$ cat config.mk
export PLATFORM = sky130hd
export DESIGN_NAME = regfile_write_scheduler_flat
export DESIGN_NICKNAME = d
export VERILOG_FILES = /design/src/rtl/regfile_write_scheduler_pkg.sv /design/src/rtl/regfile_write_scheduler_if.sv /design/src/rtl/regfile_write_scheduler_match.sv /design/src/rtl/regfile_write_scheduler.sv /design/src/flat_wrapper.sv
export SDC_FILE = /design/constraint.sdc
export NUM_CORES = 1
export LEC_CHECK = 0
export BUFFER_PORTS_ARGS = -buffer_cell sky130_fd_sc_hd__clkbuf_2
export CORE_MARGIN = 2
export CORE_UTILIZATION = 49
export CTS_CLUSTER_SIZE = 28
export DETAILED_ROUTE_END_ITERATION = 10
export HOLD_SLACK_MARGIN = 0.03
export PLACE_DENSITY_LB_ADDON = 0.12
export SLEW_MARGIN = 20
export SYNTH_ARGS = -nofsm -noshare
export SYNTH_HDL_FRONTEND = slang
export SYNTH_SLANG_ARGS = --single-unit
$ cat constraint.sdc
create_clock -name clk -period 9.3 [get_ports clk]
set_input_delay 0.93 -clock clk [delete_from_list [all_inputs] [get_ports clk]]
set_output_delay 0.93 -clock clk [all_outputs]
set_load 0.05 [all_outputs]
$ cat src/rtl/regfile_write_scheduler_pkg.sv
// Shared CPU definitions for the register-file write scheduler: register
// widths and the pending-write entry carried by its replay queue.
package cpu_pkg;

    localparam int REG_ADDR_W = 4;
    localparam int REG_DATA_W = 16;

    typedef struct packed {
        logic                  valid;
        logic [REG_ADDR_W-1:0] addr;
        logic [REG_DATA_W-1:0] data;
    } pend_entry_t;

endpackage

$ cat src/rtl/regfile_write_scheduler_if.sv
// Writeback-side bundle of the write scheduler: D/A write requests, operand
// read addresses, both register-file write ports, and status/forwarding.
interface regfile_write_scheduler_if;
    import cpu_pkg::*;

    logic                  d_write;
    logic [REG_ADDR_W-1:0] d_addr;
    logic [REG_DATA_W-1:0] d_data;
    logic                  a_write;
    logic [REG_ADDR_W-1:0] a_addr;
    logic [REG_DATA_W-1:0] a_data;
    logic [REG_ADDR_W-1:0] rd1_addr;
    logic [REG_ADDR_W-1:0] rd2_addr;

    logic                  reg3_write;
    logic [REG_ADDR_W-1:0] reg3_addr;
    logic [REG_DATA_W-1:0] reg3_bus;
    logic                  reg4_write;
    logic [REG_ADDR_W-1:0] reg4_addr;
    logic [REG_DATA_W-1:0] reg4_bus;
    logic                  stall;
    logic                  overflow;
    logic                  hazard1;
    logic                  hazard2;
    logic                  fwd1_valid;
    logic [REG_DATA_W-1:0] fwd1_data;
    logic                  fwd2_valid;
    logic [REG_DATA_W-1:0] fwd2_data;

    modport master (
        output d_write, d_addr, d_data, a_write, a_addr, a_data, rd1_addr, rd2_addr,
        input  reg3_write, reg3_addr, reg3_bus, reg4_write, reg4_addr, reg4_bus,
        input  stall, overflow, hazard1, hazard2,
        input  fwd1_valid, fwd1_data, fwd2_valid, fwd2_data
    );

    modport slave (
        input  d_write, d_addr, d_data, a_write, a_addr, a_data, rd1_addr, rd2_addr,
        output reg3_write, reg3_addr, reg3_bus, reg4_write, reg4_addr, reg4_bus,
        output stall, overflow, hazard1, hazard2,
        output fwd1_valid, fwd1_data, fwd2_valid, fwd2_data
    );

endinterface

$ cat src/rtl/regfile_write_scheduler_match.sv
// wsched_match: hazard search of one read address over the pending queue.
// Youngest-match data search is built only when WSCHED_FORWARD_EN is defined.
module wsched_match
    import cpu_pkg::*;
#(
    parameter int DEPTH = 4
) (
    input  pend_entry_t           entries_i [DEPTH],
    input  logic [REG_ADDR_W-1:0] rd_addr_i,
    output logic                  hit_o,
    output logic [REG_DATA_W-1:0] data_o
);

    // Entries arrive oldest first, so the last match in the scan is the youngest.
    always_comb begin
        hit_o  = 1'b0;
        data_o = '0;
        for (int i = 0; i < DEPTH; i++) begin
            if (entries_i[i].valid && (entries_i[i].addr == rd_addr_i)) begin
                hit_o = 1'b1;
`ifdef WSCHED_FORWARD_EN
                data_o = entries_i[i].data;
`endif
            end
        end
    end

`ifndef WSCHED_FORWARD_EN
    logic unusedData;
    always_comb begin
        unusedData = 1'b0;
        for (int i = 0; i < DEPTH; i++) begin
            unusedData = unusedData ^ (^entries_i[i].data);
        end
    end
`endif

endmodule

$ cat src/rtl/regfile_write_scheduler.sv
// Write scheduler in front of register_file: D writes pass straight through, colliding
// A writes are queued and replayed on D-idle cycles. Forwarding gated by WSCHED_FORWARD_EN.
module regfile_write_scheduler
    import cpu_pkg::*;
#(
    parameter int DEPTH = 4
) (
    input  logic                      clk,
    input  logic                      rst_n,
    regfile_write_scheduler_if.slave  sched_io
);

    localparam int              PTR_W      = $clog2(DEPTH);
    localparam logic [PTR_W:0]  FULL_COUNT = (PTR_W + 1)'(DEPTH);

    pend_entry_t      queue_q [DEPTH];
    pend_entry_t      queue_d [DEPTH];
    pend_entry_t      ageOrdered [DEPTH];
    logic [PTR_W-1:0] head_q, head_d, tail_q, tail_d;
    logic [PTR_W:0]   count_q, count_d;
    logic             overflow_q, overflow_d;

    logic             queueEmpty, queueFull, popHead, bypassA, enqReq, pushTail;
    logic             hit1, hit2;
    logic [REG_DATA_W-1:0] matchData1, matchData2;

    always_comb begin
        queueEmpty = (count_q == '0);
        queueFull  = (count_q == FULL_COUNT);
        popHead    = !sched_io.d_write && !queueEmpty;
        bypassA    = !sched_io.d_write && queueEmpty && sched_io.a_write;
        // A same-address D write in the same cycle is newer, so that A write is discarded.
        enqReq     = sched_io.a_write && !bypassA &&
                     !(sched_io.d_write && (sched_io.d_addr == sched_io.a_addr));
        pushTail   = enqReq && (!queueFull || popHead);
        overflow_d = overflow_q | (enqReq && queueFull && !popHead);

        queue_d = queue_q;
        if (sched_io.d_write) begin
            for (int i = 0; i < DEPTH; i++) begin
                if (queue_q[i].addr == sched_io.d_addr) begin
                    queue_d[i].valid = 1'b0;
                end
            end
        end
        if (popHead) begin
            queue_d[head_q].valid = 1'b0;
        end
        if (pushTail) begin
            queue_d[tail_q] = '{valid: 1'b1, addr: sched_io.a_addr, data: sched_io.a_data};
        end

        head_d  = head_q + PTR_W'(popHead);
        tail_d  = tail_q + PTR_W'(pushTail);
        count_d = count_q + (PTR_W + 1)'(pushTail) - (PTR_W + 1)'(popHead);
    end

    always_ff @(posedge clk or negedge rst_n) begin
        if (!rst_n) begin
            for (int i = 0; i < DEPTH; i++) begin
                queue_q[i] <= '0;
            end
            head_q     <= '0;
            tail_q     <= '0;
            count_q    <= '0;
            overflow_q <= 1'b0;
        end else begin
            queue_q    <= queue_d;
            head_q     <= head_d;
            tail_q     <= tail_d;
            count_q    <= count_d;
            overflow_q <= overflow_d;
        end
    end

    always_comb begin
        for (int i = 0; i < DEPTH; i++) begin
            ageOrdered[i] = queue_q[head_q + PTR_W'(i)];
        end
    end

    wsched_match #(.DEPTH(DEPTH)) u_match1 (
        .entries_i (ageOrdered),
        .rd_addr_i (sched_io.rd1_addr),
        .hit_o     (hit1),
        .data_o    (matchData1)
    );

    wsched_match #(.DEPTH(DEPTH)) u_match2 (
        .entries_i (ageOrdered),
        .rd_addr_i (sched_io.rd2_addr),
        .hit_o     (hit2),
        .data_o    (matchData2)
    );

    // The reg3 port stays a pure pass-through even while reset is asserted.
    always_comb begin
        sched_io.reg3_write = sched_io.d_write;
        sched_io.reg3_addr  = sched_io.d_addr;
        sched_io.reg3_bus   = sched_io.d_data;
        sched_io.reg4_write = 1'b0;
        sched_io.reg4_addr  = '0;
        sched_io.reg4_bus   = '0;
        if (rst_n) begin
            if (popHead) begin
                sched_io.reg4_write = queue_q[head_q].valid;
                sched_io.reg4_addr  = queue_q[head_q].addr;
                sched_io.reg4_bus   = queue_q[head_q].data;
            end else if (bypassA) begin
                sched_io.reg4_write = 1'b1;
                sched_io.reg4_addr  = sched_io.a_addr;
                sched_io.reg4_bus   = sched_io.a_data;
            end
        end
        sched_io.stall    = queueFull;
        sched_io.overflow = overflow_q;
        sched_io.hazard1  = hit1;
        sched_io.hazard2  = hit2;
`ifdef WSCHED_FORWARD_EN
        sched_io.fwd1_valid = hit1;
        sched_io.fwd2_valid = hit2;
`else
        sched_io.fwd1_valid = 1'b0;
        sched_io.fwd2_valid = 1'b0;
`endif
        sched_io.fwd1_data = matchData1;
        sched_io.fwd2_data = matchData2;
    end

endmodule

$ cat src/flat_wrapper.sv
// flat-port wrapper written by rule: the top's interface ports become plain ports
module regfile_write_scheduler_flat import cpu_pkg::*;
#(
    parameter int DEPTH = 4
)
  (clk, rst_n, sched_io_d_write, sched_io_d_addr, sched_io_d_data, sched_io_a_write, sched_io_a_addr, sched_io_a_data, sched_io_rd1_addr, sched_io_rd2_addr, sched_io_reg3_write, sched_io_reg3_addr, sched_io_reg3_bus, sched_io_reg4_write, sched_io_reg4_addr, sched_io_reg4_bus, sched_io_stall, sched_io_overflow, sched_io_hazard1, sched_io_hazard2, sched_io_fwd1_valid, sched_io_fwd1_data, sched_io_fwd2_valid, sched_io_fwd2_data);
  regfile_write_scheduler_if sched_io_i ();
  input  logic clk;
  input  logic rst_n;
  input wire logic [$bits(sched_io_i.d_write)-1:0] sched_io_d_write;
  input wire logic [$bits(sched_io_i.d_addr)-1:0] sched_io_d_addr;
  input wire logic [$bits(sched_io_i.d_data)-1:0] sched_io_d_data;
  input wire logic [$bits(sched_io_i.a_write)-1:0] sched_io_a_write;
  input wire logic [$bits(sched_io_i.a_addr)-1:0] sched_io_a_addr;
  input wire logic [$bits(sched_io_i.a_data)-1:0] sched_io_a_data;
  input wire logic [$bits(sched_io_i.rd1_addr)-1:0] sched_io_rd1_addr;
  input wire logic [$bits(sched_io_i.rd2_addr)-1:0] sched_io_rd2_addr;
  output wire logic [$bits(sched_io_i.reg3_write)-1:0] sched_io_reg3_write;
  output wire logic [$bits(sched_io_i.reg3_addr)-1:0] sched_io_reg3_addr;
  output wire logic [$bits(sched_io_i.reg3_bus)-1:0] sched_io_reg3_bus;
  output wire logic [$bits(sched_io_i.reg4_write)-1:0] sched_io_reg4_write;
  output wire logic [$bits(sched_io_i.reg4_addr)-1:0] sched_io_reg4_addr;
  output wire logic [$bits(sched_io_i.reg4_bus)-1:0] sched_io_reg4_bus;
  output wire logic [$bits(sched_io_i.stall)-1:0] sched_io_stall;
  output wire logic [$bits(sched_io_i.overflow)-1:0] sched_io_overflow;
  output wire logic [$bits(sched_io_i.hazard1)-1:0] sched_io_hazard1;
  output wire logic [$bits(sched_io_i.hazard2)-1:0] sched_io_hazard2;
  output wire logic [$bits(sched_io_i.fwd1_valid)-1:0] sched_io_fwd1_valid;
  output wire logic [$bits(sched_io_i.fwd1_data)-1:0] sched_io_fwd1_data;
  output wire logic [$bits(sched_io_i.fwd2_valid)-1:0] sched_io_fwd2_valid;
  output wire logic [$bits(sched_io_i.fwd2_data)-1:0] sched_io_fwd2_data;
  assign sched_io_i.d_write = sched_io_d_write;
  assign sched_io_i.d_addr = sched_io_d_addr;
  assign sched_io_i.d_data = sched_io_d_data;
  assign sched_io_i.a_write = sched_io_a_write;
  assign sched_io_i.a_addr = sched_io_a_addr;
  assign sched_io_i.a_data = sched_io_a_data;
  assign sched_io_i.rd1_addr = sched_io_rd1_addr;
  assign sched_io_i.rd2_addr = sched_io_rd2_addr;
  assign sched_io_reg3_write = sched_io_i.reg3_write;
  assign sched_io_reg3_addr = sched_io_i.reg3_addr;
  assign sched_io_reg3_bus = sched_io_i.reg3_bus;
  assign sched_io_reg4_write = sched_io_i.reg4_write;
  assign sched_io_reg4_addr = sched_io_i.reg4_addr;
  assign sched_io_reg4_bus = sched_io_i.reg4_bus;
  assign sched_io_stall = sched_io_i.stall;
  assign sched_io_overflow = sched_io_i.overflow;
  assign sched_io_hazard1 = sched_io_i.hazard1;
  assign sched_io_hazard2 = sched_io_i.hazard2;
  assign sched_io_fwd1_valid = sched_io_i.fwd1_valid;
  assign sched_io_fwd1_data = sched_io_i.fwd1_data;
  assign sched_io_fwd2_valid = sched_io_i.fwd2_valid;
  assign sched_io_fwd2_data = sched_io_i.fwd2_data;
  regfile_write_scheduler #(.DEPTH(DEPTH)) u_core (.clk(clk), .rst_n(rst_n), .sched_io(sched_io_i));
endmodule
==> qor.csv, run 1 <==
stage,metric,value,unit
clock_network,cts_max_level,3,
setup_path,crit_type,reg2out,
setup_path,reg2regPathDepth,7,
floorplan,dieHeight,113,um
global_route,overflow,0,
sta,rsz0062_at_grt,false,
synth,synth.distinct_cells,32,
clock_network,clk_latency,0.34,ns
global_route,grt_pass1_wl,20200,um
layout,diodes,0,
route,drtPass1Iterations,10,
pwr,p_per_area,383,nW/um^2
setup_path,worstPathMaxFanout,40,
setup_path,cpPeakStageDelay,0.62,ns
setup_path,crit_buf_inv,3,
global_route,grt_usage,20.3,%
setup_path,end_kind,primary output,
layout,area_delta_synth_final,6.96,%
global_route,grt_max_degree,63,
worst_hold_path,hold_depth,1,
route,finalWirelength,12100,um
pwr,total_power,2.38,mW
route,routedWlPerCell,19.1,um
synth,synth.most_common_cell,dfrtp_1,
setup_path,reg2reg_from,u_core.count_q[1],
floorplan,die_x,113,um
placed_design,dp_cells,616,
sta,fmaxAchievable,229,MHz
sta,worstMarginPinSlew,1.10,ns
synth,synth.top_cell.area_share,39.5,%
clock_network,clkSlewWorstSetupHoldPaths,0.07,ns
setup_path,reg2reg_setup_slack,6.67,ns
placed_design,place_hpwl,8150,um
floorplan,dieArea,12800,um^2
synth,synth_area_leaders,"dfrtp_1 40%, mux4_2 14%, mux2_1 11%, buf_4 7.5%, xor2_1 6.5%",
route,vias,3544,
setup_path,crit_family,buffers and inverters,
layout,drive_gt1_share,31.5,%
placed_design,gp_congestion,0.877,
synth,avgSynthCellArea,13.0,um^2
status,violations,design-rule violations,
floorplan,start_util,50.6,%
sta,relSlewSlack,26.5,%
clock_network,ctsResizeCount,0,
setup_path,crit_chain,buf_4 > inv_1 > ha_1 > mux4_2 > xor2_1 > nor3_1 > nand3_1 > nand4_1 > clkbuf_2,
floorplan,io_pins,132,
route,drc,16,
global_route,grt_pass1_vias,3761,
placed_design,port_buffers,65,
clock_network,cts_hold_buf,0,
route,drtIter0Drc,174,
clock_network,clockBufferDepth,2,
synth,synthArstFlopShare,100,%
synth,yosysSeqAreaShare,39.5,%
setup_path,critPathRequiredTime,8.37,ns
floorplan,num_rows,39,
layout,instances_no_fill,632,
synth,synth_area,5820,um^2
sta,min_period_over_period,47.0,%
setup_path,worstPathArrival,3.44,ns
sta,slew_violations,0,
clock_network,cts_made_buffers,9,
clock_network,cts_root_buf,clkbuf_16,
synth,yosysWarnings,0,
floorplan,core-area,11500,um^2
sta,tns,0,ns
clock_network,cts_sinks,92,
synth,yosysTopAreaCell,dfrtp_1,
clock_network,cts_tree,built,
setup_path,r2r_end,u_core.queue_q[25],
synth,netlist_top_cells_count,"92 x dfrtp_1, 58 x buf_4, 58 x mux2_1",
sta,period_needed,4.37,ns
pwr,ir_worst_vdd,0.000151,V
synth,synth_seq_cells,92,
global_route,antenna_found_initial,0,
sta,fin_skew,0.0101,ns
worst_hold_path,min-delay-start,u_core.sched_io.overflow,
layout,finish.utilization,54.1,%
worst_hold_path,min_path_type,reg2reg,
synth,synth_cells,449,
route,vias_per_cell,5.61,
synth,ys.flop_type,dfrtp_1,
setup_path,slowest_stage,ha_1,
setup_path,start_kind,flip-flop,
placed_design,placed_area,5950,um^2
route,ant_nets,0,
worst_hold_path,hold_path_end,u_core.sched_io.overflow,
run,cap_violations,0,
pwr,power_leakage,2.73,nW
sta,setup_violations,0,
clock_network,postCtsSetupRepairBufs,0,
status,status,"complete, but fails checks",
sta,finalHoldViolations,0,
layout,num-nets-final,545,
layout,design_area,6230,um^2
synth,synth-edff-count,0,
registers in the layout (all words and copies together) (netlist names):
signal                    flops
u_core.tail_q                 2
u_core.count_q                3
u_core.head_q                 2
u_core.queue_q               84
u_core.sched_io.overflow      1
layout make-up:
type                       instances  area [um^2]
fill                             980         5290
multi-input combinational        302         3060
sequential                        92         2300
timing repair buffer              72          380
clock buffer                      11          243
tap                              143          179
clock inverter                     5         35.0
inverter                           7         26.3
cell usage in the layout (no fill, tap or decap), types with 3 or more instances in the layout:
cell / instances
a21o_1: 3
nand3_1: 9
nor2b_1: 22
clkbuf_2: 64
a32oi_1: 4
inv_1: 7
mux2_1: 58
clkbuf_16: 9
nand2_1: 3
mux2_2: 22
conb_1: 34
xor2_1: 43
ha_1: 8
xnor2_1: 13
dfrtp_1: 91
mux4_2: 36
a22oi_1: 20
nor3_1: 13
buf_4: 8
cell families after synthesis:
| group | Yosys count | synth area share (%) |
|---|---|---|
| flops | 92 | 39.5 |
| fa+ha+maj | 9 | 2.06 |
| mux | 116 | 29.4 |
| xor+xnor | 56 | 8.42 |
| simple gates | 56 | 5.85 |
| buf+inv | 88 | 10.4 |
| other cells | 1 | 0.0644 |
| compound gates | 31 | 4.30 |
layer usage:
| layer | up-vias | track usage [%] | wire, um |
|---|---|---|---|
| met5 | - | 0 | 0 |
| met4 | 0 | 7.32 | 231 |
| met3 | 20 | 3.48 | 540 |
| met2 | 103 | 33.6 | 6000 |
| met1 | 1816 | 27.2 | 5310 |
| li1 | 1605 | - | - |
metrics by stage:
| stage | setup WS [ns] | hold WS [ns] |
|---|---|---|
| after floorplan | 5.03 | 0.452 |
| after global placement | 5.29 | 0.453 |
| after detailed placement | 5.24 | 0.462 |
| after CTS | 4.88 | 0.479 |
| after global routing | 4.61 | 0.498 |
| final | 4.93 | 0.476 |
power by group:
part | total [mW] | switching [mW] | internal [mW]
combinational | 1.27 | 0.661 | 0.612
clock | 0.340 | 0.151 | 0.189
sequential | 0.770 | 0.163 | 0.607
total | 2.38 | 0.974 | 1.41
worst max-delay path by stage:
stage | startpoint | to | slack (ns) | depth (start not counted)
4_1_cts | u_core.head_q[0] | sched_io_hazard1 | 4.88 | 9
3_5_place_dp | u_core.head_q[0] | sched_io_hazard1 | 5.24 | 9
5_1_grt | u_core.head_q[0] | sched_io_hazard2 | 4.61 | 9
2_1_floorplan | u_core.head_q[0] | sched_io_hazard2 | 5.03 | 11
6_report | u_core.head_q[0] | sched_io_hazard2 | 4.93 | 9
3_3_place_gp | u_core.head_q[0] | sched_io_hazard2 | 5.29 | 9
No activity file was read; power rests on OpenSTA's default activity.
==> run 2: changes to the inputs <==
--- a/config.mk
+++ b/config.mk
@@ -5,6 +5,7 @@
 export SDC_FILE = /design/constraint.sdc
 export NUM_CORES = 1
 export LEC_CHECK = 0
+export ABC_AREA = 1
 export BUFFER_PORTS_ARGS = -buffer_cell sky130_fd_sc_hd__clkbuf_2
 export CORE_MARGIN = 2
 export CORE_UTILIZATION = 49
==> constraint.sdc (replaced) <==
create_clock -name clk -period 3.9 [get_ports clk]
set_input_delay 0.39 -clock clk [delete_from_list [all_inputs] [get_ports clk]]
set_output_delay 0.39 -clock clk [all_outputs]
set_load 0.05 [all_outputs]
==> run 2 against run 1 <==
Non-clock buffer count grew 8. Worst hold slack lost 0.33 ns. Die area grew 13%. Clock-buffer cell count is the same. The run now ends clean. Critical path type unchanged. Final area grew 12%. Clock skew shrank 0.0047 ns. Sequential power grew 120%.
==> qor.csv, run 2 <==
stage,metric,value,unit
status,status,completed,
floorplan,dieArea,14400,um^2
layout,regMostFlops,u_core.queue_q,
layout,largest_reg_flops,84,
floorplan,die_x,120,um
clock_network,clockBufferDepth,2,
route,finalWirelength,18500,um
pwr,power_frac_seq,27.6,%
synth,synth-edff-count,0,
pwr,clock_power_share,14.5,%
synth,synth.most_common_cell,nand2_1,
route,drc,0,
floorplan,core-area,13200,um^2
sta,min_period_over_period,78.5,%
synth,synth_seq_cells,92,
clock_network,postCtsSetupRepairBufs,0,
floorplan,dieHeight,120,um
route,ant_nets,0,
run,cap_violations,0,
pwr,p_sw,3.26,mW
global_route,grt_pass1_wl,29500,um
sta,fin_skew,0.00544,ns
placed_design,dp_cells,1219,
synth,yosysWarnings,0,
global_route,antenna_found_initial,0,
synth,ys.flop_type,dfrtp_1,
pwr,power_leakage,3.93,nW
global_route,grt_max_degree,57,
layout,area_delta_synth_final,5.90,%
synth,synthArstFlopShare,100,%
sta,period_needed,3.06,ns
sta,rsz0062_at_grt,false,
clock_network,cts_sinks,92,
clock_network,clk_latency,0.35,ns
setup_path,critPathRequiredTime,3.51,ns
synth,avgSynthCellArea,6.39,um^2
sta,relSlewSlack,37.9,%
layout,num-fill-cells,1433,
clock_network,cts_root_buf,clkbuf_16,
clock_network,cts_hold_buf,0,
pwr,p_per_area,894,nW/um^2
placed_design,gp_congestion,0.939,
placed_design,place_hpwl,12400,um
sta,finalHoldViolations,0,
sta,fmaxAchievable,327,MHz
synth,netlist_top_cells_count,"445 x nand2_1, 114 x nand3_1, 105 x nor2_1",
global_route,overflow,0,
pwr,pwr-share-comb,58.0,%
layout,multi_input_area,3500,um^2
synth,synth_area,6610,um^2
route,routedWlPerCell,15.0,um
setup_path,worstPathArrival,2.67,ns
setup_path,start_kind,flip-flop,
synth,synth.top_cell.area_share,34.8,%
layout,diodes,0,
pwr,ir_worst_vdd,0.000326,V
clock_network,cts_made_buffers,9,
setup_path,crit_type,reg2out,
worst_hold_path,min_path_type,in2async,
synth,synth.distinct_cells,29,
layout,ff_latch_area,2300,um^2
sta,slew_violations,0,
global_route,grt_pass1_vias,5783,
layout,layout_common_cells,"445 x nand2_1, 114 x nand3_1, 105 x nor2_1, 91 x dfrtp_1, 64 x clkbuf_2",
sta,worstMarginPinSlew,0.930,ns
setup_path,worstPathMaxFanout,17,
clock_network,cts_max_level,3,
layout,instances_no_fill,1234,
pwr,p_int,3.00,mW
floorplan,num_rows,42,
synth,synth_area_leaders,"dfrtp_1 35%, nand2_1 25%, nand3_1 8.6%, buf_4 6.5%, nor2_1 6.0%",
route,drtPass1Iterations,5,
synth,yosysTopAreaCell,dfrtp_1,
synth,synth_cells,1035,
clock_network,ctsResizeCount,0,
layout,top_regs,"u_core.queue_q (84), u_core.count_q (3)",
route,vias_per_cell,5.09,
placed_design,port_buffers,65,
route,drtIter0Drc,494,
layout,final_common_cell,nand2_1,
global_route,grt_usage,26.2,%
clock_network,clkSlewWorstSetupHoldPaths,0.07,ns
sta,tns,0,ns
layout,num-nets-final,1115,
pwr,sw_frac_of_total,52.1,%
route,vias,6278,
synth,yosysSeqAreaShare,34.8,%
setup_path,end_kind,primary output,
clock_network,cts_tree,built,
floorplan,io_pins,132,
sta,setup_violations,0,
layout,drive_gt1_share,10.0,%
floorplan,start_util,50.1,%
-- run 2: cell count changes in the layout (fill, tap and decap cells not counted), sizes merged, moves of 8 or more --
cell / change
nor2b: -22
a22oi: -20
inv: +49
mux2: -80
nor2: +103
xor2: -35
nand3: +105
mux4: -36
a21oi: +42
buf: +8
nand2: +444
-- run 2: area by class of cell --
type	count	area share, %
clock buffer	11	3.61
clock inverter	4	0.697
inverter	62	3.32
multi-input combinational	809	50.0
sequential	92	32.9
tap	176	3.14
timing repair buffer	80	6.29
-- run 2: worst paths after layout --
kind | start | endpoint | slack [ns] | cells after the start
max in group asynchronous | rst_n | u_core.queue_q[71] | 2.73 | 3
min in group clk | sched_io_a_data[12] | u_core.queue_q[12] | 0.42 | 5
min | rst_n | u_core.queue_q[43] | 0.14 | 2
max reg2reg | u_core.count_q[1] | u_core.count_q[2] | 1.13 | 9
min reg2reg | u_core.queue_q[56] | u_core.queue_q[56] | 0.47 | 2
max | u_core.count_q[1] | sched_io_reg4_write | 0.84 | 8
-- run 2: metal layers --
metal | GRT usage [%] | vias up | routed length (um)
li1 | - | 3187 | -
met4 | 9.19 | 0 | 462
met5 | 0 | - | 0
met3 | 4.20 | 38 | 948
met2 | 43.5 | 173 | 8770
met1 | 34.9 | 2880 | 8300
-- run 2: per-stage QoR --
step	util (%)	power (mW)	hold WS (ns)	setup WS (ns)	cell area, um^2
detailed placement	50.8	5.36	0.458	1.09	6700
finish	53.1	6.26	0.141	0.840	7000
CTS	53.1	6.27	0.173	0.831	7000
floorplan	-	4.56	0.0944	1.13	6740
global route	53.1	6.83	0.198	0.550	7000
global placement	50.8	5.33	0.454	1.15	6700
-- run 2: power by group through the flow --
stage | clock (mW) | combinational [mW] | sequential, mW
final | 0.904 | 3.63 | 1.72
after global routing | 0.947 | 4.10 | 1.78
after CTS | 0.914 | 3.65 | 1.71
after detailed placement | 0 | 3.63 | 1.73
after global placement | 0 | 3.61 | 1.72
after floorplan | 0 | 2.90 | 1.66
-- run 2: worst max-delay path: stages, from the launching register on --
cell	delay, ns
dfrtp_1	0.38
inv_1	0.10
nand3_1	0.15
nand2_2	0.37
clkinv_1	0.46
buf_4	0.36
a21oi_1	0.18
nor2_1	0.05
clkbuf_2	0.27
-- run 2: kinds of logic after synthesis --
family	Yosys count	share of synthesized area (%)
compound gates	56	4.43
xor+xnor	15	1.99
fa+ha+maj	9	1.82
buf+inv	167	14.1
flops	92	34.8
other cells	1	0.0567
simple gates	695	42.8
==> run 3: changes to the inputs <==
==> constraint.sdc (replaced) <==
create_clock -name clk -period 3.2 [get_ports clk]
set_input_delay 0.32 -clock clk [delete_from_list [all_inputs] [get_ports clk]]
set_output_delay 0.32 -clock clk [all_outputs]
set_load 0.05 [all_outputs]
==> run 3 against run 2 <==
Cell count unchanged. Final area increased by 4.2%. Wire length increased by 1.7%. Sequential power increased by 22%.
==> qor.csv, run 3 (same netlist as run 2, synthesis figures left out) <==
stage,metric,value,unit
floorplan,io_pins,132,
run,cap_violations,0,
setup_path,crit_path_frequent_cell,nand2_1,
placed_design,dp_cells,1219,
global_route,overflow,0,
clock_network,cts_root_buf,clkbuf_16,
setup_path,cpPeakStageDelay,0.50,ns
layout,largest_reg_flops,84,
placed_design,port_buffers,65,
global_route,grt_max_degree,70,
sta,fmaxAchievable,352,MHz
layout,drive_gt1_share,10.0,%
sta,setup_violations,0,
floorplan,start_util,50.1,%
layout,top_regs,"u_core.queue_q (84), u_core.count_q (3)",
floorplan,die_x,120,um
route,drtIter0Drc,656,
worst_hold_path,min_path_type,in2reg,
layout,layout_common_cells,"445 x nand2_1, 114 x nand3_1, 105 x nor2_1, 91 x dfrtp_1, 55 x inv_1",
pwr,p_per_area,1080,nW/um^2
floorplan,dieArea,14400,um^2
floorplan,core-area,13200,um^2
layout,num-nets-final,1116,
layout,instances_no_fill,1234,
clock_network,cts_sinks,92,
sta,slew_violations,0,
sta,worstMarginPinSlew,1.00,ns
placed_design,dp_slack,0.629,ns
clock_network,cts_made_buffers,9,
global_route,grt_pass1_wl,30200,um
pwr,ir_worst_vdd,0.000482,V
setup_path,slowest_stage,buf_4,
route,vias,6373,
layout,diodes,0,
clock_network,clkSlewWorstSetupHoldPaths,0.07,ns
layout,regMostFlops,u_core.queue_q,
clock_network,cts_tree,built,
placed_design,gp_congestion,0.948,
placed_design,place_hpwl,12400,um
sta,min_period_over_period,88.7,%
route,finalWirelength,18800,um
sta,fin_skew,0.00879,ns
global_route,grt_usage,26.8,%
clock_network,clockBufferDepth,2,
sta,whs,0.340,ns
route,drc,0,
floorplan,dieHeight,120,um
route,routedWlPerCell,15.2,um
setup_path,endpoint,sched_io_hazard2,
sta,period_needed,2.84,ns
setup_path,end_kind,primary output,
route,drtPass1Iterations,5,
setup_path,worstPathMaxFanout,52,
layout,final_common_cell,nand2_1,
status,status,completed,
setup_path,crit_chain,inv_2 > buf_4 > nand2_1 > nand3_1 > nand2_1 > nand2_1 > nand2_1 > nor2_1 > nand3_1 > nand2_1 > inv_1 > nand2_1 > clkbuf_2,
pwr,power_leakage,4.00,nW
setup_path,reg2reg_setup_slack,0.86,ns
setup_path,critPathRequiredTime,2.88,ns
sta,rsz0062_at_grt,false,
setup_path,start_kind,flip-flop,
sta,timing.final.ws_setup,0.363,ns
sta,tns,0,ns
route,vias_per_cell,5.16,
setup_path,worstPathArrival,2.52,ns
route,ant_nets,0,
setup_path,r2r_end,u_core.queue_q[51],
sta,finalHoldViolations,0,
layout,area_delta_synth_final,10.4,%
clock_network,clk_latency,0.35,ns
sta,relSlewSlack,32.9,%
setup_path,reg2regPathDepth,8,
global_route,grt_pass1_vias,5830,
clock_network,postCtsSetupRepairBufs,0,
setup_path,cp-startpoint,u_core.head_q[0],
global_route,antenna_found_initial,0,
floorplan,num_rows,42,
setup_path,reg2reg_from,u_core.count_q[1],
clock_network,cts_max_level,3,
setup_path,crit_type,reg2out,
## run 3: per-layer routing
layer | vias up | wire (um) | global-route usage [%] | part of all wire [%]
met5 | - | 0 | 0 | 0
met3 | 25 | 1080 | 4.25 | 5.7
li1 | 3172 | - | - | -
met2 | 205 | 8900 | 43.4 | 47
met1 | 2971 | 8570 | 37.4 | 46
met4 | 0 | 243 | 7.43 | 1.3
## run 3: where the power goes
part	internal (mW)	switching (mW)
clock	0.599	0.461
combinational	1.51	3.19
sequential	1.71	0.393
## run 3: how the worst min path moves through the flow
| stage | start | endpoint | slack, ns | cells past startpoint |
|---|---|---|---|---|
| floorplan | rst_n | u_core.count_q[0] | 0.02 | 0 |
| global placement | rst_n | u_core.queue_q[63] | 0.24 | 1 |
| detailed placement | rst_n | u_core.queue_q[63] | 0.24 | 1 |
| CTS | sched_io_a_data[7] | u_core.queue_q[49] | 0.33 | 5 |
| global route | sched_io_a_data[7] | u_core.queue_q[49] | 0.37 | 5 |
| finish | sched_io_a_data[7] | u_core.queue_q[28] | 0.34 | 5 |
## run 3: area by class of cell
class / count / area [um^2]
clock buffer: 10 / 229
timing repair buffer: 81 / 751
sequential: 92 / 2300
clock inverter: 4 / 51.3
inverter: 62 / 236
fill: 1373 / 5890
tap: 176 / 220
multi-input combinational: 809 / 3510
## run 3: what timing repair did
action,CTS,global route
hold endpoints to repair,23,0
setup endpoints to repair,0,2
resized for setup,0,2
hold buffers,1,0
## run 3: worst max-delay path, delay by kind of cell, from the launching register on
kind | cells | cell delay [ns]
buffers and inverters | 4 | 0.86
flip-flops | 1 | 0.41
AND/OR/NAND/NOR | 9 | 0.90
## run 3: per-stage QoR
step           area [um^2]  power (mW)  util [%]
2_1_floorplan         6740        5.56         -
3_3_place_gp          7000        6.69      53.1
3_5_place_dp          7000        6.76      53.1
4_1_cts               7290        7.83      55.3
5_1_grt               7300        8.56      55.3
6_report              7300        7.86      55.3
